## config.mk

```make
export PLATFORM = sky130hd
export DESIGN_NAME = fetch_unit
export DESIGN_NICKNAME = d
export VERILOG_FILES = /design/src/rtl/fetch_unit.sv
export SDC_FILE = /design/constraint.sdc
export NUM_CORES = 1
export LEC_CHECK = 0
export ABC_AREA = 0
export BUFFER_PORTS_ARGS = -buffer_cell sky130_fd_sc_hd__clkbuf_2
export CAP_MARGIN = 40
export CORE_AREA = 5 5 171 173
export DETAILED_ROUTE_END_ITERATION = 16
export DIE_AREA = 0 0 176 178
export PLACE_DENSITY = 0.77
export SETUP_SLACK_MARGIN = 0.5
export SLEW_MARGIN = 25
export SYNTH_ARGS = -nofsm -noshare
export SYNTH_HDL_FRONTEND = slang
export SYNTH_SLANG_ARGS = --single-unit
```

## constraint.sdc

```tcl
create_clock -name clk -period 7.9 [get_ports clk]
set_input_delay 0.79 -clock clk [delete_from_list [all_inputs] [get_ports clk]]
set_output_delay 0.79 -clock clk [all_outputs]
set_load 0.01 [all_outputs]
```

## src/rtl/fetch_unit.sv

```systemverilog
// Instruction-fetch stage: owns the fetch PC, issues credit-limited requests to a 1-cycle imem,
// buffers returned words in a prefetch FIFO and hands {pc, pc+4, instr} to decode; redirects flush.
module fetch_unit #(
  parameter int                 ADDR_W     = 32,
  parameter logic [ADDR_W-1:0]  RESET_PC   = '0,
  parameter int                 FIFO_DEPTH = 4
) (
  input  logic              clk,
  input  logic              rst_n,
  input  logic              fetch_en,
  output logic              imem_req,
  output logic [ADDR_W-1:0] imem_addr,
  input  logic [31:0]       imem_rdata,
  output logic              if_valid,
  input  logic              if_ready,
  output logic [31:0]       if_instr,
  output logic [ADDR_W-1:0] if_pc,
  output logic [ADDR_W-1:0] if_pc4,
  input  logic              redir_valid,
  input  logic [1:0]        redir_mode,
  input  logic [ADDR_W-1:0] redir_pc4,
  input  logic [25:0]       redir_imm,
  input  logic [ADDR_W-1:0] redir_reg,
  output logic              err_misalign
);

  localparam int PTR_W = (FIFO_DEPTH > 1) ? $clog2(FIFO_DEPTH) : 1;
  localparam int CNT_W = PTR_W + 1;
  localparam logic [CNT_W-1:0]  DEPTH_C    = CNT_W'(FIFO_DEPTH);
  localparam logic [ADDR_W-1:0] ALIGN_MASK = {{(ADDR_W-2){1'b1}}, 2'b00};
  localparam logic [ADDR_W-1:0] WORD_INC   = ADDR_W'(4);

  typedef struct packed {
    logic [ADDR_W-1:0] pc;
    logic [31:0]       instr;
  } entry_t;

  entry_t             mem [FIFO_DEPTH];
  logic [ADDR_W-1:0]  fetch_pc_q, fetch_pc_d;
  logic [ADDR_W-1:0]  req_pc_q, req_pc_d;
  logic               inflight_q, inflight_d;
  logic               kill_q, kill_d;
  logic               err_q, err_d;
  logic [PTR_W-1:0]   wr_ptr_q, wr_ptr_d;
  logic [PTR_W-1:0]   rd_ptr_q, rd_ptr_d;
  logic [CNT_W-1:0]   count_q, count_d;

  logic               redir_act;
  logic               credit_ok;
  logic               push;
  logic               pop;
  logic [ADDR_W-1:0]  target;
  entry_t             head;

  always_comb begin
    target = redir_reg;
    unique case (redir_mode)
      2'b01:   target = {redir_pc4[ADDR_W-1:28], redir_imm, 2'b00};
      2'b10:   target = redir_pc4 + {{(ADDR_W-18){redir_imm[15]}}, redir_imm[15:0], 2'b00};
      default: target = redir_reg;
    endcase
  end

  assign redir_act = redir_valid & (redir_mode != 2'b00);
  // Credits count both buffered and outstanding words; a same-cycle pop does not return one.
  assign credit_ok = (count_q + CNT_W'(inflight_q)) < DEPTH_C;
  assign imem_req  = rst_n & fetch_en & ~redir_valid & credit_ok;
  assign imem_addr = fetch_pc_q;

  assign head      = mem[rd_ptr_q];
  assign if_valid  = (count_q != '0);
  assign if_instr  = head.instr;
  assign if_pc     = head.pc;
  assign if_pc4    = head.pc + WORD_INC;
  assign err_misalign = err_q;

  assign push = inflight_q & ~kill_q & ~redir_act;
  assign pop  = if_valid & if_ready & ~redir_act;

  always_comb begin
    fetch_pc_d = fetch_pc_q;
    req_pc_d   = req_pc_q;
    inflight_d = imem_req;
    kill_d     = 1'b0;
    err_d      = 1'b0;
    wr_ptr_d   = wr_ptr_q;
    rd_ptr_d   = rd_ptr_q;
    count_d    = count_q;
    if (imem_req) begin
      fetch_pc_d = fetch_pc_q + WORD_INC;
      req_pc_d   = fetch_pc_q;
    end
    if (redir_act) begin
      fetch_pc_d = target & ALIGN_MASK;
      kill_d     = inflight_q;
      err_d      = (target[1:0] != 2'b00);
      wr_ptr_d   = '0;
      rd_ptr_d   = '0;
      count_d    = '0;
    end else begin
      if (push) wr_ptr_d = wr_ptr_q + PTR_W'(1);
      if (pop)  rd_ptr_d = rd_ptr_q + PTR_W'(1);
      if (push && !pop)      count_d = count_q + CNT_W'(1);
      else if (pop && !push) count_d = count_q - CNT_W'(1);
    end
  end

  always_ff @(posedge clk or negedge rst_n) begin
    if (!rst_n) begin
      fetch_pc_q <= RESET_PC;
      req_pc_q   <= RESET_PC;
      inflight_q <= 1'b0;
      kill_q     <= 1'b0;
      err_q      <= 1'b0;
      wr_ptr_q   <= '0;
      rd_ptr_q   <= '0;
      count_q    <= '0;
    end else begin
      fetch_pc_q <= fetch_pc_d;
      req_pc_q   <= req_pc_d;
      inflight_q <= inflight_d;
      kill_q     <= kill_d;
      err_q      <= err_d;
      wr_ptr_q   <= wr_ptr_d;
      rd_ptr_q   <= rd_ptr_d;
      count_q    <= count_d;
    end
  end

  // Storage needs no reset: validity is carried entirely by count_q.
  always_ff @(posedge clk) begin
    if (push) mem[wr_ptr_q] <= '{pc: req_pc_q, instr: imem_rdata};
  end

endmodule
```

==> summary.log <==
INFO  outcome        run_status=completed
INFO  finish         final_net_count=1505
INFO  sta            post-route-min-period=4.94ns
INFO  synth          ys_seq_elements=318
INFO  grt            antenna_found_initial=0
INFO  clock_tree     cts-root-buf=clkbuf_16
INFO  worst_setup_path path_class=flip-flop to output port
INFO  synth          synth_seq_area_share=61.7%
INFO  finish         finalCoreUtilization=63.8%
INFO  sta            finalMaxSlewViolations=0
INFO  hold_path      timing.hold.worst.class=primary input to asynchronous set/reset pin
INFO  clock_tree     clock_transition_at_path_regs=0.06ns
INFO  synth          synth_edf_count=248
INFO  synth          syn-cell-area=14900squm
INFO  worst_setup_path timing.critical_path.to_type=output port
INFO  die            die_height=178um
INFO  detailed_routing detail_route.iter0.violations=672
INFO  detailed_routing wire_length_per_cell=20.3um
INFO  synth          synthFlopType=edfxtp_1
INFO  sta            timing.slew.headroom=51.4%
INFO  finish         n_antenna_cell=0
INFO  worst_setup_path crit_path_start=rd_ptr_q[0]$_DFFE_PN0P_
INFO  worst_setup_path timing.critical_path.arrival=4.15ns
INFO  place          post_dp_cell_area=16600squm
INFO  pwr            swShare=30.9%
INFO  detailed_routing route.antenna.remaining_nets=0
INFO  synth          synth.top_cell.area_share=49.9%
INFO  clock_tree     post_cts.repair.setup_buffers=0
INFO  place          place_hpwl=24.8mm
INFO  sta            finalCritPeriodShare=62.5%
INFO  detailed_routing finalWirelength=34.7mm
INFO  clock_tree     clock_buffer_depth=3
INFO  grt            grt_pass1_wl=55.3mm
INFO  sta            fmax=202MHz
INFO  detailed_routing num_vias=9815
INFO  pwr            power_leakage=6.82nW
INFO  finish         fillerInstances=2051
INFO  clock_tree     clock_sinks=318
INFO  synth          syn-instance-count=1084
INFO  die            floorplan.initialDensity=54.3%
INFO  synth          dominant_cells_by_area_after_synthesis=edfxtp_1, dfrtp_1, mux4_2
INFO  grt            grt_max_degree=58
INFO  worst_setup_path crit_path_max_fanout=33
INFO  die            ios=260
INFO  place          instance_count_after_placement_with_tap_cells_included=1650
INFO  grt            global_route.overflow_total=0
INFO  clock_tree     htree_num_levels=1
INFO  pwr            p_int=0.00342W
INFO  synth          ys_async_sr_fraction=22.0%
INFO  pwr            power.switching=0.00153W
INFO  die            fp.dieW=176um
INFO  finish         area_growth_syn_to_layout=17.6%
INFO  worst_setup_path cp-start-kind=flip-flop
INFO  detailed_routing route.detailed.drc=0
INFO  sta            hold_viol_final=0
INFO  clock_tree     clock_tree_from_tritoncts=done
INFO  grt            vias_in_the_first_global_route=9924
INFO  sta            worst-slew-pin-transition=0.723ns
INFO  pwr            powerDensity=282nW/um^2
INFO  pwr            share_clk_of_total_power=28.3%
INFO  finish         layout_common_cells=clkbuf_2, edfxtp_1, nand2_1, dfrtp_1, mux4_2
INFO  clock_tree     source_to_sink_clock_delay_at_the_later_pin_of_the_worst_skew_pair=0.55ns
INFO  grt            gr-usage-all-layers=22.3%
INFO  sta            rsz0062_at_grt=no
INFO  flow_run       cap_violations=0
INFO  synth          synth_warnings=0
INFO  clock_tree     cts-resized-gates=0
INFO  finish         finish.cell_count_without_fillers=1706
INFO  place          globalplace.congestion=0.910
INFO  detailed_routing viasPerCell=5.75
INFO  die            dieArea=31300squm
INFO  finish         register_area=9200squm
INFO  die            design.core.area=27500squm
INFO  worst_setup_path r2r_start=imem_addr[9]$_DFFE_PN0P_
INFO  pwr            combPwrFrac=26.5%
INFO  synth          syn_area_per_cell=13.8squm
INFO  sta            clock_skew=0.0224ns
INFO  clock_tree     tritoncts.num_buffers=30
INFO  place          buffer_ports.inserted=253
INFO  pwr            vdd_ir_drop_max=0.170mV
INFO  finish         multiInputGateArea=5380squm
INFO  clock_tree     post_cts_hold_buffer_count=0
INFO  sta            setup_total_negative_slack=0ns
INFO  detailed_routing first_pass_iters=5
INFO  synth          synth.distinct_cells=65
INFO  finish         postLayoutCellArea=17500squm
INFO  pwr            seq_power_share=45.2%
INFO  synth          synth_largest_area_cell=edfxtp_1
INFO  finish         most_common_cell_after_layout_fill_and_taps_aside=clkbuf_2
INFO  die            placement_rows=61
INFO  sta            setup_viol=0
INFO  finish         post_route_cells_drive_above_1_share=29.2%
INFO  worst_setup_path required_time_at_the_endpoint_of_the_critical_path=7.11ns
worst paths after layout:
path | slack (ns) | cells after the start | end
max | 2.96 | 10 | if_pc4[31]
min | 0.18 | 1 | imem_addr[5]$_DFFE_PN0P_
max reg2reg | 5.10 | 9 | imem_addr[27]$_DFFE_PN0P_
min reg2reg | 0.52 | 0 | mem[3][35]$_DFFE_PP_
max in group asynchronous | 6.83 | 2 | imem_addr[16]$_DFFE_PN0P_
min in group clk | 0.46 | 1 | mem[1][18]$_DFFE_PP_
Yosys cell counts, drive strengths merged (6+ instances only):
library cell	count
edfxtp	248
nand2	153
dfrtp	70
mux4	62
nor2	54
xnor2	49
a21oi	41
ha	38
o21ai	33
buf	29
xor2	29
nand3	28
clkbuf	27
inv	23
and3	21
a21o	17
a211oi	15
nand4	13
nor3	12
o211ai	10
nor2b	8
and2	7
a221oi	6
o31ai	6
or3	6
power groups by stage:
stage	Clock (W)	Sequential, W	Combinational (W)
5_1_grt	0.00152	0.00227	0.00143
4_1_cts	0.00143	0.00224	0.00133
3_3_place_gp	0	0.00225	0.00130
2_1_floorplan	0	0.00216	0.000893
3_5_place_dp	0	0.00227	0.00132
6_report	0.00140	0.00223	0.00131
worst max-delay path, cell delays in order (launching register included):
cell and delay, ns:
dfrtp_4 0.82, buf_4 0.65, mux4_2 0.40, and2_1 0.17, and3_1 0.23, nand4_1 0.23
nor2_2 0.33, nand3_2 0.22, nor2_1 0.21, xor2_1 0.15, clkbuf_2 0.15
metal layers:
metal  global-route usage, %  part of all wire, %  up-vias
li1                        -                    -     4615
met1                    32.3                   43     4762
met2                    36.1                   47      408
met3                    4.60                  9.1       30
met4                    3.80                  1.2        0
met5                       0                    0        -
final cells by class:
type                    instances  share of cell area [%]
repair buffers                271                    8.33
clock inverters                19                   0.863
clock buffers                  37                    4.72
flip-flops and latches        318                    52.5
inverters                      23                   0.492
well taps                     346                    2.47
multi-input cells             692                    30.7
per-stage QoR:
stage	power [W]	worst slack (ns)	hold slack [ns]
finish	0.00495	2.96	0.180
global route	0.00521	2.51	0.203
CTS	0.00499	2.81	0.178
detailed placement	0.00359	3.43	0.510
global placement	0.00356	3.48	0.491
floorplan	0.00306	4.04	0.469
kinds of logic (layout without fill, tap and decap cells):
| logic type | count (synthesis) | after routing | share of synthesized area [%] |
|---|---|---|---|
| xor gates and xnor gates | 78 | 78 | 4.58 |
| AOI/OAI and AO/OA | 179 | 179 | 8.05 |
| muxes | 66 | 66 | 9.65 |
| other | 1 | 6 | 0.0251 |
| adders and majority gates | 40 | 40 | 3.46 |
| DFF | 318 | 318 | 61.7 |
| buffers and inverters | 79 | 350 | 2.45 |
| and+or+nand+nor | 323 | 323 | 10.1 |
registers in the layout, summed over array words and instances, names as in the netlist:
| register | flops |
|---|---|
| imem_addr | 30 |
| kill_q | 1 |
| err_misalign | 1 |
| rd_ptr_q | 2 |
| inflight_q | 1 |
| count_q | 3 |
| mem | 248 |
| wr_ptr_q | 2 |
| req_pc_q | 30 |
Note: power is estimated with default switching activity, not from simulation.
